### config.mk
export PLATFORM = sky130hd
export DESIGN_NAME = mul_operand_sequencer
export DESIGN_NICKNAME = d
export VERILOG_FILES = /design/src/rtl/mul_operand_sequencer.sv
export SDC_FILE = /design/constraint.sdc
export NUM_CORES = 1
export LEC_CHECK = 0
export CELL_PAD_IN_SITES_DETAIL_PLACEMENT = 1
export CELL_PAD_IN_SITES_GLOBAL_PLACEMENT = 1
export CORE_MARGIN = 1
export CORE_UTILIZATION = 47
export CTS_BUF_LIST = sky130_fd_sc_hd__clkbuf_4 sky130_fd_sc_hd__clkbuf_8 sky130_fd_sc_hd__clkbuf_16
export CTS_CLUSTER_SIZE = 20
export DETAILED_ROUTE_END_ITERATION = 7
export PLACE_DENSITY = 0.83
export REMOVE_ABC_BUFFERS = 1
export SYNTH_ARGS = -nofsm -noshare
export SYNTH_HDL_FRONTEND = slang
export SYNTH_SLANG_ARGS = --single-unit
### constraint.sdc
create_clock -name clk -period 4.1 [get_ports clk]
set_input_delay 0.82 -clock clk [delete_from_list [all_inputs] [get_ports clk]]
set_output_delay 0.82 -clock clk [all_outputs]
set_load 0.01 [all_outputs]
### src/rtl/mul_operand_sequencer.sv
// Operand FIFO and sequencer feeding one 16x16 signed variable-latency multiplier.
// Optional feature macro: LATENCY_COUNT_EN adds lat_cycles / total_ops statistics outputs.
module mul_operand_sequencer #(
  parameter int unsigned DEPTH   = 4,
  parameter int unsigned TIMEOUT = 64
) (
  input  logic        clk,
  input  logic        rst_n,
  input  logic        in_valid,
  output logic        in_ready,
  input  logic [15:0] in_a,
  input  logic [15:0] in_b,
  output logic [15:0] mul_a,
  output logic [15:0] mul_b,
  output logic        mul_clear,
  output logic        mul_loaded,
  input  logic [31:0] mul_c,
  input  logic        mul_completed,
  output logic        out_valid,
  input  logic        out_ready,
  output logic [31:0] out_c,
  output logic        out_err,
  output logic        busy
`ifdef LATENCY_COUNT_EN
  ,
  output logic [7:0]  lat_cycles,
  output logic [15:0] total_ops
`endif
);

  localparam int unsigned AW = $clog2(DEPTH);
  localparam int unsigned TW = $clog2(TIMEOUT + 1);
  localparam logic [AW:0]   FULL_COUNT = (AW + 1)'(DEPTH);
  localparam logic [TW-1:0] TMO_LAST   = TW'(TIMEOUT - 1);

  typedef enum logic [1:0] {IDLE, CLEAR, RUN, DONE} state_t;

  state_t        state;
  logic [15:0]   mem_a [DEPTH];
  logic [15:0]   mem_b [DEPTH];
  logic [AW-1:0] wr_ptr;
  logic [AW-1:0] rd_ptr;
  logic [AW:0]   count;
  logic [TW-1:0] tmo_cnt;
  logic          push;
  logic          pop;

  assign in_ready = (count != FULL_COUNT);
  assign push     = in_valid && in_ready;
  assign pop      = (state == IDLE) && (count != '0);
  assign busy     = (state != IDLE);

  always_ff @(posedge clk) begin
    if (push) begin
      mem_a[wr_ptr] <= in_a;
      mem_b[wr_ptr] <= in_b;
    end
  end

  always_ff @(posedge clk) begin
    if (!rst_n) begin
      state      <= IDLE;
      wr_ptr     <= '0;
      rd_ptr     <= '0;
      count      <= '0;
      tmo_cnt    <= '0;
      mul_a      <= '0;
      mul_b      <= '0;
      mul_clear  <= 1'b0;
      mul_loaded <= 1'b0;
      out_valid  <= 1'b0;
      out_c      <= '0;
      out_err    <= 1'b0;
    end else begin
      if (push) wr_ptr <= wr_ptr + 1'b1;
      if (pop)  rd_ptr <= rd_ptr + 1'b1;
      case ({push, pop})
        2'b10:   count <= count + 1'b1;
        2'b01:   count <= count - 1'b1;
        default: ;
      endcase

      unique case (state)
        IDLE: begin
          if (pop) begin
            mul_a     <= mem_a[rd_ptr];
            mul_b     <= mem_b[rd_ptr];
            mul_clear <= 1'b1;
            state     <= CLEAR;
          end
        end
        CLEAR: begin
          // the clear pulse has wiped any stale completed flag before loaded rises
          mul_clear  <= 1'b0;
          mul_loaded <= 1'b1;
          tmo_cnt    <= '0;
          state      <= RUN;
        end
        RUN: begin
          tmo_cnt <= tmo_cnt + 1'b1;
          if (mul_completed) begin
            out_c      <= mul_c;
            out_err    <= 1'b0;
            out_valid  <= 1'b1;
            mul_loaded <= 1'b0;
            state      <= DONE;
          end else if (tmo_cnt == TMO_LAST) begin
            out_c      <= '0;
            out_err    <= 1'b1;
            out_valid  <= 1'b1;
            mul_loaded <= 1'b0;
            state      <= DONE;
          end
        end
        DONE: begin
          if (out_ready) begin
            out_valid <= 1'b0;
            state     <= IDLE;
          end
        end
      endcase
    end
  end

`ifdef LATENCY_COUNT_EN
  always_ff @(posedge clk) begin
    if (!rst_n) begin
      lat_cycles <= '0;
      total_ops  <= '0;
    end else begin
      // RUN length includes the cycle that leaves RUN
      if (state == RUN && (mul_completed || tmo_cnt == TMO_LAST))
        lat_cycles <= 8'(tmo_cnt + 1'b1);
      if (state == DONE && out_ready)
        total_ops <= total_ops + 1'b1;
    end
  end
`endif

endmodule

==> results_dict.tcl <==
set metrics [dict create \
    grtUsageMet3_pct 3.50 \
    fp-row-count 47 \
    grt_max_degree 53 \
    met1_usage_pct 26.0 \
    vdd_drop_max_v 0.000386 \
    clock-sinks 212 \
    yosysSeqAreaShare_pct 69.8 \
    initial_utilization_pct 47.9 \
    max-slew-margin-rel_pct 21.1 \
    tightest_slew_ns 1.18 \
    final_common_cell "clkdlybuf4s50_1" \
    grt_pass1_vias 5317 \
    crit_slowest_cell "clkdlybuf4s50_1" \
    drc 0 \
    place_ws_ns 1.18 \
    synth_top_family_by_area "multiplexers" \
    viasPerCell 5.35 \
    power_frac_seq_pct 43.9 \
    io_pins 139 \
    insertion_delay_ns 0.50 \
    rsz0062_at_grt "no" \
    status "finished clean" \
    dpl.cell_count 837 \
    combinationalPowerShare_pct 25.0 \
    fmax_mhz 361 \
    skew_ns 0.00928 \
    startpoint_type "flip-flop" \
    critPathKind "reg -> out" \
    cp-end-kind "primary output" \
    cts_post_setup_buffers_inserted 0 \
    setup_viol 0 \
    period_share_pct 67.5 \
    final_cell_area_um2 10200 \
    synth-compound-area-share_pct 8.52 \
    hp-class "reg -> reg" \
    layout_common_cells "clkdlybuf4s50_1 (137), edfxtp_1 (128), dfxtp_1 (82), nand2_1 (78)" \
    final_antenna_net_count 0 \
    synth_mux_area_share_pct 9.36 \
    synth_xor_area_share_pct 0.996 \
    intPower_uw 4590 \
    clkPwrFrac_pct 31.1 \
    syn_avg_cell_area_um2 15.7 \
    hp-start "out_err" \
    numCtsBuffers 22 \
    drive_above_1_share_pct 13.7 \
    cts_tree "built" \
    finalCriticalPeriod_ns 2.77 \
    die_w_um 132 \
    die_y_um 132 \
    clkTransAtPathRegs_ns 0.06 \
    syn-instance-count 504 \
    post_dp_cell_area_um2 9410 \
    cts.path.max_buffers 3 \
    startpoint "state[0]" \
    hold_buffers 0 \
    ys_types 40 \
    routed_wirelength_um 19200 \
    antennaDiodeCount 0 \
    drtPass1Iterations 4 \
    vias 4694 \
    worstPathCellList "inv_1, ha_1, inv_1, clkdlybuf4s50_1" \
    cp_max_fo 4 \
    wl_per_cell_um 21.9 \
    finalSetupTns_ns 0 \
    root_buffer "clkbuf_16" \
    p_leak_uw 0.00346 \
    synthAdderAreaFrac_pct 1.99 \
    cts_max_level 1 \
    worstPathArrival_ns 1.95 \
    io_buffers 138 \
    crit_required_ns 3.28 \
    grt_pass1_wl_um 30000 \
    yosys_warnings 0 \
    nets 722 \
    power.switching_uw 1840 \
    cap_violations 0 \
    netlist_area_um2 7910 \
    grt_util_met2_pct 42.2 \
    power_uw 6430 \
    gp_congestion 0.719 \
    finalHoldViolCount 0 \
    cts_resized 0 \
    cp_common_cell "inv_1" \
    reg2reg_from "state[0]" \
    drtIter0Drc 283 \
    powerDensity_nw_per_um2 634 \
    cpPeakStageDelay_ns 0.57 \
    fin_ws_ns 1.33 \
    die_area_um2 17400 \
    slew_viol_final 0 \
    area_delta_synth_final_pct 28.3 \
    busiest_layer "met2" \
    yosys.area_share.simple_pct 6.26 \
    antenna_found_initial 0 \
    core_area_um2 16500 \
    ys_seq_elements 212 \
    switching_share_pct 28.6 \
    overflow 0 \
    stdcell_count 877 \
    track_usage_pct 22.7 \
    place_hpwl_um 12000 \
]
## per-stage QoR
stage                     utilization [%]  hold WS [ns]
after floorplan                         -         0.454
after global placement               56.9         0.441
after detailed placement             56.9         0.446
after CTS                            61.4         0.459
after global routing                 61.4         0.475
final                                61.4         0.453
## worst max-delay path: cells and delay by family (launching register included)
family,cells,cell delay [ns]
DFF,1,0.39
buffers and inverters,3,0.78
adders and majority gates,1,0.29
## per-layer routing
layer,wire length (um),vias to the layer above
li1,-,2141
met5,0,-
met2,10700,102
met1,7490,2418
met4,555,0
met3,541,33
## state kept, by name (all words and copies together) (netlist names), 2 cells and up
signal,count
count,3
mem_a,64
mem_b,64
mul_a,16
mul_b,16
out_c,32
rd_ptr,2
state,2
tmo_cnt,7
wr_ptr,2
## cells in the mapped netlist
cell,number,area (um^2)
a21boi_0,32,240
a21boi_1,3,22.5
a21boi_2,1,11.3
a21oi_1,3,15.0
a21oi_2,2,17.5
a22o_1,32,280
and2_1,6,37.5
and2_4,1,8.76
and3_1,6,37.5
and4_1,1,8.76
buf_2,8,40.0
buf_4,1,7.51
buf_6,9,101
clkbuf_1,10,37.5
dfxtp_1,84,1680
edfxtp_1,128,3840
fa_1,1,20.0
ha_1,11,138
inv_1,13,48.8
inv_4,1,6.26
mux2i_1,2,20.0
mux4_2,32,721
nand2_1,78,293
nand2_2,1,6.26
nand3_1,4,20.0
nand4_1,3,18.8
nor2_1,5,18.8
nor2b_1,2,12.5
o211ai_1,1,7.51
o21a_1,1,7.51
o21a_2,1,8.76
o21ai_0,5,25.0
o21ai_2,1,8.76
o31a_1,1,8.76
o31ai_4,1,21.3
or3_1,2,12.5
or3b_4,1,11.3
or4b_1,1,10.0
xnor2_1,5,43.8
xor2_1,4,35.0
## final timing paths
check | slack (ns) | cells after the start | end
worst max-delay path | 1.33 | 4 | busy
worst min-delay path | 0.45 | 2 | out_err
worst max register to register | 1.39 | 10 | count[2]
worst min register to register | 0.45 | 2 | out_err
## power by group through the flow
stage | Combinational [uW] | Sequential, uW | Clock (uW)
after floorplan | 753 | 2910 | 0
final | 1610 | 2830 | 2000
after global placement | 1510 | 2830 | 0
after CTS | 1640 | 2830 | 2030
after global routing | 1740 | 2860 | 2110
after detailed placement | 1600 | 2870 | 0
## final cells by class
class	instances	area, um^2
fillers	1561	6370
flip-flops and latches	212	5530
multi-input cells	250	2150
repair buffers	141	1400
clock buffers	33	682
well taps	220	275
clock inverters	7	60.1
inverters	14	55.1
## cell families (layout without fill, tap and decap cells)
| kind of cell | count (synthesis) | after routing |
|---|---|---|
| mux | 34 | 34 |
| xor+xnor | 9 | 9 |
| buf+inv | 42 | 195 |
| flops | 212 | 212 |
| compound gates | 84 | 84 |
| fa+ha+maj | 12 | 12 |
| simple gates | 111 | 111 |
(Power assumes the default switching activity.)
